`src/rtl/mips_core.sv`:
```
// mips_core: single-cycle 32-bit MIPS-I integer core (subset).
// Every rising clock edge retires the instruction presented on instr_in.
// There is no branch delay slot. Unknown encodings execute as NOPs.
//
// Ports:
//   clk        - clock, rising edge only
//   reset      - synchronous, active-high; loads the PC and register file
//   instr_addr - current PC
//   instr_in   - instruction at instr_addr, combinational fetch
//   data_addr  - load/store effective address, rs + sext(imm16)
//   data_in    - load data, valid in the same cycle as data_addr
//   data_out   - store data, the rt value
//   data_rd_wr - 1 = read/idle, 0 = write; low only for SW outside reset
//
// mips_regfile: 32 x 32 register file with two combinational read ports
// and one synchronous write port. $0 reads as zero and ignores writes.
// Reset loads $sp and $ra with their start values and clears the rest.

module mips_regfile #(
    parameter logic [31:0] sp_init = 32'h80120000,
    parameter logic [31:0] ra_init = 32'h00000000
) (
    input  logic        clk,
    input  logic        reset,
    input  logic [4:0]  rs_addr,
    input  logic [4:0]  rt_addr,
    output logic [31:0] rs_data,
    output logic [31:0] rt_data,
    input  logic        wr_en,
    input  logic [4:0]  wr_addr,
    input  logic [31:0] wr_data
);

    logic [31:0] data [0:31];

    always_ff @(posedge clk) begin
        if (reset) begin
            for (int i = 0; i < 32; i++) begin
                data[i] <= 32'h0;
            end
            data[29] <= sp_init;
            data[31] <= ra_init;
        end else if (wr_en && (wr_addr != 5'd0)) begin
            data[wr_addr] <= wr_data;
        end
    end

    // Reads return the pre-edge contents; a write lands on the clock edge.
    assign rs_data = (rs_addr == 5'd0) ? 32'h0 : data[rs_addr];
    assign rt_data = (rt_addr == 5'd0) ? 32'h0 : data[rt_addr];

endmodule

module mips_core #(
    parameter logic [31:0] pc_init = 32'h80020000,
    parameter logic [31:0] sp_init = 32'h80120000,
    parameter logic [31:0] ra_init = 32'h00000000
) (
    input  logic        clk,
    input  logic        reset,
    output logic [31:0] instr_addr,
    input  logic [31:0] instr_in,
    output logic [31:0] data_addr,
    input  logic [31:0] data_in,
    output logic [31:0] data_out,
    output logic        data_rd_wr
);

    localparam logic [5:0] OP_RTYPE = 6'h00;
    localparam logic [5:0] OP_J     = 6'h02;
    localparam logic [5:0] OP_JAL   = 6'h03;
    localparam logic [5:0] OP_BEQ   = 6'h04;
    localparam logic [5:0] OP_BNE   = 6'h05;
    localparam logic [5:0] OP_BLEZ  = 6'h06;
    localparam logic [5:0] OP_BGTZ  = 6'h07;
    localparam logic [5:0] OP_ADDI  = 6'h08;
    localparam logic [5:0] OP_ADDIU = 6'h09;
    localparam logic [5:0] OP_SLTI  = 6'h0a;
    localparam logic [5:0] OP_SLTIU = 6'h0b;
    localparam logic [5:0] OP_ANDI  = 6'h0c;
    localparam logic [5:0] OP_ORI   = 6'h0d;
    localparam logic [5:0] OP_XORI  = 6'h0e;
    localparam logic [5:0] OP_LUI   = 6'h0f;
    localparam logic [5:0] OP_LW    = 6'h23;
    localparam logic [5:0] OP_SW    = 6'h2b;

    localparam logic [5:0] F_SLL  = 6'h00;
    localparam logic [5:0] F_SRL  = 6'h02;
    localparam logic [5:0] F_SRA  = 6'h03;
    localparam logic [5:0] F_SLLV = 6'h04;
    localparam logic [5:0] F_SRLV = 6'h06;
    localparam logic [5:0] F_SRAV = 6'h07;
    localparam logic [5:0] F_JR   = 6'h08;
    localparam logic [5:0] F_JALR = 6'h09;
    localparam logic [5:0] F_ADD  = 6'h20;
    localparam logic [5:0] F_ADDU = 6'h21;
    localparam logic [5:0] F_SUB  = 6'h22;
    localparam logic [5:0] F_SUBU = 6'h23;
    localparam logic [5:0] F_AND  = 6'h24;
    localparam logic [5:0] F_OR   = 6'h25;
    localparam logic [5:0] F_XOR  = 6'h26;
    localparam logic [5:0] F_NOR  = 6'h27;
    localparam logic [5:0] F_SLT  = 6'h2a;
    localparam logic [5:0] F_SLTU = 6'h2b;

    logic [31:0] pc;
    logic [31:0] next_pc;
    logic [31:0] pc_plus4;

    logic [5:0]  opcode;
    logic [4:0]  rs;
    logic [4:0]  rt;
    logic [4:0]  rd;
    logic [4:0]  shamt;
    logic [5:0]  funct;
    logic [15:0] imm;

    logic [31:0] imm_sext;
    logic [31:0] imm_zext;
    logic [31:0] br_target;
    logic [31:0] jmp_target;

    logic [31:0]        rs_data;
    logic [31:0]        rt_data;
    logic signed [31:0] rs_s;
    logic signed [31:0] rt_s;
    logic signed [31:0] imm_s;

    logic        wr_en;
    logic [4:0]  wr_addr;
    logic [31:0] wr_data;
    logic        is_sw;

    assign opcode = instr_in[31:26];
    assign rs     = instr_in[25:21];
    assign rt     = instr_in[20:16];
    assign rd     = instr_in[15:11];
    assign shamt  = instr_in[10:6];
    assign funct  = instr_in[5:0];
    assign imm    = instr_in[15:0];

    assign pc_plus4   = pc + 32'd4;
    assign imm_sext   = {{16{imm[15]}}, imm};
    assign imm_zext   = {16'h0, imm};
    assign br_target  = pc_plus4 + {imm_sext[29:0], 2'b00};
    assign jmp_target = {pc_plus4[31:28], instr_in[25:0], 2'b00};

    assign rs_s  = rs_data;
    assign rt_s  = rt_data;
    assign imm_s = imm_sext;

    mips_regfile #(
        .sp_init (sp_init),
        .ra_init (ra_init)
    ) regs (
        .clk     (clk),
        .reset   (reset),
        .rs_addr (rs),
        .rt_addr (rt),
        .rs_data (rs_data),
        .rt_data (rt_data),
        .wr_en   (wr_en),
        .wr_addr (wr_addr),
        .wr_data (wr_data)
    );

    // Decode and execute: one combinational pass produces the register
    // write, the store strobe and the next PC for this edge.
    always_comb begin
        wr_en   = 1'b0;
        wr_addr = rt;
        wr_data = 32'h0;
        next_pc = pc_plus4;
        is_sw   = 1'b0;
        case (opcode)
            OP_RTYPE: begin
                wr_en   = 1'b1;
                wr_addr = rd;
                case (funct)
                    F_SLL:  wr_data = rt_data << shamt;
                    F_SRL:  wr_data = rt_data >> shamt;
                    F_SRA:  wr_data = rt_s >>> shamt;
                    F_SLLV: wr_data = rt_data << rs_data[4:0];
                    F_SRLV: wr_data = rt_data >> rs_data[4:0];
                    F_SRAV: wr_data = rt_s >>> rs_data[4:0];
                    F_JR: begin
                        wr_en   = 1'b0;
                        next_pc = rs_data;
                    end
                    F_JALR: begin
                        wr_data = pc_plus4;
                        next_pc = rs_data;
                    end
                    // ADD/SUB never trap, so they share the wrap-around path.
                    F_ADD, F_ADDU: wr_data = rs_data + rt_data;
                    F_SUB, F_SUBU: wr_data = rs_data - rt_data;
                    F_AND:  wr_data = rs_data & rt_data;
                    F_OR:   wr_data = rs_data | rt_data;
                    F_XOR:  wr_data = rs_data ^ rt_data;
                    F_NOR:  wr_data = ~(rs_data | rt_data);
                    F_SLT:  wr_data = {31'h0, rs_s < rt_s};
                    F_SLTU: wr_data = {31'h0, rs_data < rt_data};
                    default: wr_en = 1'b0;
                endcase
            end
            OP_J: next_pc = jmp_target;
            OP_JAL: begin
                wr_en   = 1'b1;
                wr_addr = 5'd31;
                wr_data = pc_plus4;
                next_pc = jmp_target;
            end
            OP_BEQ:  if (rs_data == rt_data) next_pc = br_target;
            OP_BNE:  if (rs_data != rt_data) next_pc = br_target;
            OP_BLEZ: if (rs_s <= 32'sd0) next_pc = br_target;
            OP_BGTZ: if (rs_s > 32'sd0) next_pc = br_target;
            OP_ADDI, OP_ADDIU: begin
                wr_en   = 1'b1;
                wr_data = rs_data + imm_sext;
            end
            OP_SLTI: begin
                wr_en   = 1'b1;
                wr_data = {31'h0, rs_s < imm_s};
            end
            // The immediate is sign-extended first, then compared unsigned.
            OP_SLTIU: begin
                wr_en   = 1'b1;
                wr_data = {31'h0, rs_data < imm_sext};
            end
            OP_ANDI: begin
                wr_en   = 1'b1;
                wr_data = rs_data & imm_zext;
            end
            OP_ORI: begin
                wr_en   = 1'b1;
                wr_data = rs_data | imm_zext;
            end
            OP_XORI: begin
                wr_en   = 1'b1;
                wr_data = rs_data ^ imm_zext;
            end
            OP_LUI: begin
                wr_en   = 1'b1;
                wr_data = {imm, 16'h0};
            end
            OP_LW: begin
                wr_en   = 1'b1;
                wr_data = data_in;
            end
            OP_SW: is_sw = 1'b1;
            default: ;
        endcase
    end

    always_ff @(posedge clk) begin
        if (reset) begin
            pc <= pc_init;
        end else begin
            pc <= next_pc;
        end
    end

    assign instr_addr = pc;
    assign data_addr  = rs_data + imm_sext;
    assign data_out   = rt_data;
    // A store in flight while reset is high must not reach memory.
    assign data_rd_wr = ~(is_sw & ~reset);

endmodule

```
`config.mk`:
```
export PLATFORM = sky130hd
export DESIGN_NAME = mips_core
export DESIGN_NICKNAME = d
export VERILOG_FILES = /design/src/rtl/mips_core.sv
export SDC_FILE = /design/constraint.sdc
export NUM_CORES = 2
export LEC_CHECK = 0
export CELL_PAD_IN_SITES_DETAIL_PLACEMENT = 2
export CELL_PAD_IN_SITES_GLOBAL_PLACEMENT = 2
export CORE_MARGIN = 2
export CORE_UTILIZATION = 30
export CTS_CLUSTER_DIAMETER = 40
export DETAILED_ROUTE_END_ITERATION = 10
export PLACE_DENSITY_LB_ADDON = 0.1
export SKIP_LAST_GASP = 1
export SLEW_MARGIN = 10
export SYNTH_ARGS = -nofsm -noshare
export SYNTH_HDL_FRONTEND = slang
export SYNTH_SLANG_ARGS = --single-unit
```
`constraint.sdc`:
```
create_clock -name clk -period 14.95 [get_ports clk]
set_input_delay 2.99 -clock clk [delete_from_list [all_inputs] [get_ports clk]]
set_output_delay 2.99 -clock clk [all_outputs]
set_load 0.005 [all_outputs]
```
## After elaboration in Yosys (flattened, before gate mapping)

Memories as Yosys holds them, arrays and structs flattened.
Cells that the tools add are included.

| storage, ports and cells | value |
|---|---|
| word-level logic and storage cells | 104 |
| bits in latches | 0 |
| bits in registers | 32 |
| memories kept | 1 |
| memory bits (writable) | 1024 |
| output and inout bits | 97 |
| input bits | 66 |
| bits in read-only memories | 0 |

Memories:

| name | depth | width | read ports | clocked after memory_dff | wr ports | line | source |
|---|---|---|---|---|---|---|---|
| regs.data | 32 | 32 | 2 | 0 | 32 | 34 | `logic [31:0] data [0:31];` |

| cells by class | value |
|---|---|
| bitwise logic cells | 12 |
| eq/ne operators | 35 |
| shift operators | 6 |
| $add $sub $neg | 5 |
| div/mod/pow operators | 0 |
| magnitude comparators | 6 |
| mux-type cells | 24 |
| reductions and logical operators | 14 |
| multiply operators | 0 |

Operators with widths:

| kind | count |
|---|---|
| case mux 32 bit (15 select lines) | 1 |
| two-way mux 32 bit | 10 |
| case mux 32 bit (10 select lines) | 1 |
| case mux 32 bit (6 select lines) | 1 |
| adder 32 bit | 3 |
| < comparator 32 bit | 3 |
| == test 6 bit, second input constant | 12 |
| << shifter 32 x 5 -> 32 bit | 2 |
| >> shifter 32 x 5 -> 32 bit | 2 |
| >>> shifter 32 x 5 -> 32 bit | 2 |
| == test 6 x 4 -> 1 bit, second input constant | 10 |
| == test 6 x 3 -> 1 bit, second input constant | 7 |
| adder 32 x 3 -> 32 bit, second input constant | 1 |
| bitwise AND 32 x 16 -> 32 bit | 1 |
| bitwise AND 32 bit | 1 |
| == test 32 bit | 1 |
| > comparator 32 x 1 -> 1 bit, second input constant | 1 |
| less-or-equal comparator 32 x 1 -> 1 bit, second input constant | 1 |
| < comparator 32 x 16 -> 1 bit | 1 |
| inequality test 32 bit | 1 |
| NOT 32 bit | 1 |
| OR 32 x 16 -> 32 bit | 1 |
| OR 32 bit | 1 |
| OR reduction 32 bit | 1 |
| other kinds (18) | 36 |

## Longest topological paths before layout

| logic depth | value |
|---|---|
| depth in word-level cells | 10 |
| depth in mapped cells | 27 |
| depth with buffers taken out | 18 |

## Modules after synthesis

A second synthesis with hierarchy kept.

| second synthesis, totals | value |
|---|---|
| cells, all modules | 6323 |
| area total of the unflattened synthesis | 73819.5 um2 |

By module, submodules not included:

| module | times used | sequential area each (um2) | area each (um2) | cells an instance |
|---|---|---|---|---|
| mips_regfile | 1 | 30749.5 | 54223.3 | 3505 |
| mips_core | 1 | 640.6 | 19596.3 | 2818 |

## Worst setup path after synthesis

No wires, ideal clock.

| timing path | value |
|---|---|
| kind | input to output |
| from | input instr_in[22] |
| to | output data_addr[31] |
| buffers on the path | 5 |
| stages | 21 |
| slack | 4.456 ns |
| data required time | 11.960 ns |
| data arrival time | 7.504 ns |
| cells stage by stage | buf_2 buf_2 buf_2 clkbuf_1 buf_1 mux4_2 mux2i_1 a32o_1 nor3_1 inv_1 ha_1 nand4_1 o21ba_2 o211ai_1 a21oi_1 o21ai_0 a21oi_1 or4_1 a21oi_1 nor2_1 xor2_1 |

| on the way | value |
|---|---|
| word-level cells in the longest chain between the ends | 3 |
| elaborated cells between the ends (all ways) | 4 |
| classes of those cells | add/sub: 1; mux: 1; reduce/logical: 1; memory: 1 |

Ends and longest elaborated chain:

| element | line | source |
|---|---|---|
| start: declaration | 62 | `input logic [31:0] instr_in,` |
| memory (32 x 32 bit) / logical NOT 5 bit (equally long branches) | - |  |
| two-way mux 32 bit * | 49 | `assign rs_data = (rs_addr == 5'd0) ? 32'h0 : data[rs_addr];` |
| adder 32 bit * | 264 | `assign data_addr = rs_data + imm_sext;` |
| end: declaration | 63 | `output logic [31:0] data_addr,` |

Every way passes the cells marked *; elsewhere a longest branch is shown, timed or not.

## Final worst setup path

Same ends and word-level chain as after synthesis.

==> impl_metrics.yaml <==
outcome:
  status: "complete, no violations"
timing:
  totalNegativeSetupSlack_ns: 0
  hold_viol_final: 0
  worst-slew-pin-transition_ns: 1.31
  unrepaired_setup_endpoints_after_global_routing: "false"
  timing.final.max_slew_violations: 0
  fin_crit_sh_pct: 88.8
  finalWorstPathRequiredPeriod_ns: 13.27
  final.setup_skew_ns: 0.0518
  setup_viol_count_final: 0
  max-slew-margin-rel_pct: 11.4
  maxClockFrequency_ghz: 0.0753
setup_path:
  crit_path_max_incr_delay_ns: 0.82
  cpLargestDelayFamily: "simple AND/OR/NAND/NOR gates"
  crit_fanout: 59
  timing.critical_path.buf_inv: 4
  timing.critical_path.to_type: "primary output"
  crit_chain: "buf_8, nor2_4, a22oi_1, a21oi_1, or4_1, buf_4, nor2_1, inv_1, ha_1, a21o_1, a21oi_1, o21a_1, nor2_1, a21oi_1, o21ai_0, a21oi_1, or4_1, a21oi_1, nor2_1, xor2_1, clkdlybuf4s50_1"
  startpoint_type: "input port"
  path_common_cell: "sky130_fd_sc_hd__a21oi_1"
  crit_slowest_cell: "sky130_fd_sc_hd__nor2_1"
  critical_path_class: "input port to primary output"
  critPathRequiredTime_ns: 11.96
  cp_data_arrival_time_ns: 10.28
clock_network:
  cts-root-to-sink-buffers: 3
  cts_tree: "built"
  count_of_cells_resized_by_post_cts_repair: 0
  clkSlewWorstSetupHoldPaths_ns: 0.04
  clock_tree.htree_level_count: 4
  cts_setup_buffers: 0
  clock_sink_count: 1056
  cts_made_buffers: 217
  cts_hold_buffers: 0
  ctsRootBufferMaster: "sky130_fd_sc_hd__clkbuf_16"
  worstSkewPairLatency_ns: 0.89
place:
  placement.io_buffers: 162
  dpl-instance-area_um2: 79900
  detailed_place_hpwl_um: 330000
  finalWeightedCongestion: 0.991
  placedCellCount: 9904
yosys:
  synth_edf_count: 1024
  postSynth.topFlopCell: "sky130_fd_sc_hd__edfxtp_1"
  syn_area_um2: 73400
  synth_top_cell_by_area: "sky130_fd_sc_hd__edfxtp_1"
  synth_async_reset_ratio_pct: 0
  yosys-top-cells-area: "sky130_fd_sc_hd__edfxtp_1 42%, sky130_fd_sc_hd__mux4_2 13%, sky130_fd_sc_hd__mux2i_1 4.8%, sky130_fd_sc_hd__a21oi_1 4.4%, sky130_fd_sc_hd__nor2_1 4.2%"
  post-synth-top-count-cell: "sky130_fd_sc_hd__edfxtp_1"
  yosys_register_bits: 1056
  synthesis.area_per_instance_um2: 10.8
  synth_top_area_share_pct: 41.9
  leading_post_synthesis_cells_by_instance_count: "1024 x sky130_fd_sc_hd__edfxtp_1, 820 x sky130_fd_sc_hd__nor2_1, 646 x sky130_fd_sc_hd__a21oi_1"
  yosysWarningCount: 0
  synth.yosys.seq_area_share_pct: 42.8
  syn_inst: 6781
  number_of_distinct_standard_cells_referenced_by_the_synthesized_netlist: 106
power:
  ir_worst_vdd_uv: 94.4
  p_leak_nw: 30.6
  p_per_area_nw_per_um2: 127
floorplan:
  die-width_um: 499
  die-area_um2: 249000
  total_core_area_um2: 243000
  placementRows: 181
  floorplan.io_pins: 163
  chipHeight_um: 499
  starting_density_of_the_core_pct: 30.2
grt:
  grt_start_max_net_pins: 98
  antenna_violations_before_repair: 44
  first_global_vias: 69179
  global_route.usage.total_pct: 36.8
  grt-ovfl-total: 0
  grt_first_pass_wirelength_um: 628000
job:
  max_cap_violations: 0
routing:
  drt-total-wl_um: 471000
  avgViaCountPerCell: 6.61
  detail_route.iter0.violations: 8429
  drc_errors: 0
  wl_per_cell_um: 45.6
  pre_antenna_drt_iters: 6
  detail-route-antenna-nets: 0
  via_count: 68275
layout:
  nets: 7210
  post_route_cells_drive_above_1_share_pct: 20.7
  finalNonFillerCells: 10327
  fin_area_um2: 87700
  final_core_utilization_pct: 36.0
  area_growth_pct: 19.5
worst_hold_path:
  min_path_type: "flop to flop"
## metrics by stage
step	setup WS, ns	hold WS (ns)	total power (W)
floorplan	4.46	0.533	0.00471
global placement	1.93	0.732	0.00589
detailed placement	1.86	0.733	0.00591
CTS	1.85	0.740	0.0111
global route	1.51	0.774	0.0113
finish	1.68	0.748	0.0111
## cells by family after synthesis
group / count (synthesis) / synth area share [%]
AO/OA/AOI/OAI: 1881 / 17.1
AND/OR/NAND/NOR: 1801 / 10.9
flip-flops: 1056 / 42.8
multiplexers: 852 / 18.8
buffers and inverters: 831 / 4.99
adder cells (fa/ha/maj): 223 / 3.84
XOR/XNOR: 136 / 1.62
other: 1 / 0.00511
## per-layer routing
| metal | global-route usage [%] | vias to the layer above | share of wire [%] |
|---|---|---|---|
| met4 | 24.9 | 22 | 8.0 |
| met5 | 0 | - | 0.027 |
| met3 | 6.32 | 1186 | 7.7 |
| met1 | 45.2 | 36424 | 38 |
| li1 | - | 26681 | - |
| met2 | 59.2 | 3962 | 46 |
## state kept, by name, indices dropped and copies added (netlist names)
| register | count |
|---|---|
| instr_addr | 32 |
| regs.data | 1024 |
## where the power goes
group / switching, W / internal [W] / leakage [nW]
clock: 0.00179 / 0.00337 / 3.68
sequential: 0.0000691 / 0.00336 / 10.8
combinational: 0.00173 / 0.000777 / 16.1
## layout by cell type, fill, tap and decap left out, types with 38 or more instances in the layout
cell type                         Yosys  final
sky130_fd_sc_hd__nand2_2              1     63
sky130_fd_sc_hd__nor3_1             156    145
sky130_fd_sc_hd__o22ai_1             48     48
sky130_fd_sc_hd__buf_4               31    381
sky130_fd_sc_hd__a22oi_1            125    125
sky130_fd_sc_hd__a21oi_1            646    637
sky130_fd_sc_hd__xnor2_1            108    107
sky130_fd_sc_hd__o211ai_1            48     48
sky130_fd_sc_hd__mux2_2              89     89
sky130_fd_sc_hd__edfxtp_1          1024   1024
sky130_fd_sc_hd__inv_1              163    161
sky130_fd_sc_hd__nor2_1             820    810
sky130_fd_sc_hd__bufinv_16            0     38
sky130_fd_sc_hd__a31oi_1            111    109
sky130_fd_sc_hd__o21ai_0            166    166
sky130_fd_sc_hd__ha_1               219    219
sky130_fd_sc_hd__a221oi_1            80     77
sky130_fd_sc_hd__mux2i_1            351    350
sky130_fd_sc_hd__clkbuf_16            0    222
sky130_fd_sc_hd__clkdlybuf4s50_1      0    148
sky130_fd_sc_hd__a211oi_1           172    171
sky130_fd_sc_hd__nand3_1            118    118
sky130_fd_sc_hd__a21o_1              51     51
sky130_fd_sc_hd__nand4_1             58     58
sky130_fd_sc_hd__nand2_1            405    343
sky130_fd_sc_hd__mux4_2             410    410
## worst register-to-register path: stages (launching register included)
cell and delay [ns]:
sky130_fd_sc_hd__edfxtp_1 0.41, sky130_fd_sc_hd__mux2_2 0.29, sky130_fd_sc_hd__a221oi_1 0.39, sky130_fd_sc_hd__a22oi_1 0.15
sky130_fd_sc_hd__o211ai_1 0.85, sky130_fd_sc_hd__nor2_2 0.12, sky130_fd_sc_hd__inv_1 0.45, sky130_fd_sc_hd__ha_1 0.46
sky130_fd_sc_hd__nor3_1 0.75, sky130_fd_sc_hd__o31ai_1 0.32, sky130_fd_sc_hd__a2111oi_1 0.99, sky130_fd_sc_hd__o41ai_1 0.31
sky130_fd_sc_hd__a2111oi_0 0.62, sky130_fd_sc_hd__o211ai_1 0.20, sky130_fd_sc_hd__xnor2_1 0.44, sky130_fd_sc_hd__nor2_1 0.26
sky130_fd_sc_hd__o41ai_4 0.30, sky130_fd_sc_hd__buf_4 0.48, sky130_fd_sc_hd__a21oi_1 0.26
## worst paths after layout
kind,slack (ns),to,cells after the start,from
max,1.68,data_addr[31],21,instr_in[22]
min,0.75,instr_addr[0]$_SDFFE_PP0P_,2,instr_addr[0]$_SDFFE_PP0P_
max reg2reg,6.61,regs.data[2][25]$_SDFFCE_PN0P_,18,regs.data[1][6]$_SDFFCE_PN0P_
min reg2reg,0.75,instr_addr[0]$_SDFFE_PP0P_,2,instr_addr[0]$_SDFFE_PP0P_
## final cells by class
cell class | instances | area [um2]
clock buffers | 253 | 5690
repair buffers | 548 | 4620
multi-input cells | 4925 | 39300
clock inverters | 152 | 2000
flip-flops and latches | 1056 | 31400
well taps | 3202 | 4010
fillers | 25529 | 156000
inverters | 173 | 652
diodes | 18 | 45.0
(Power assumes the default switching activity.)
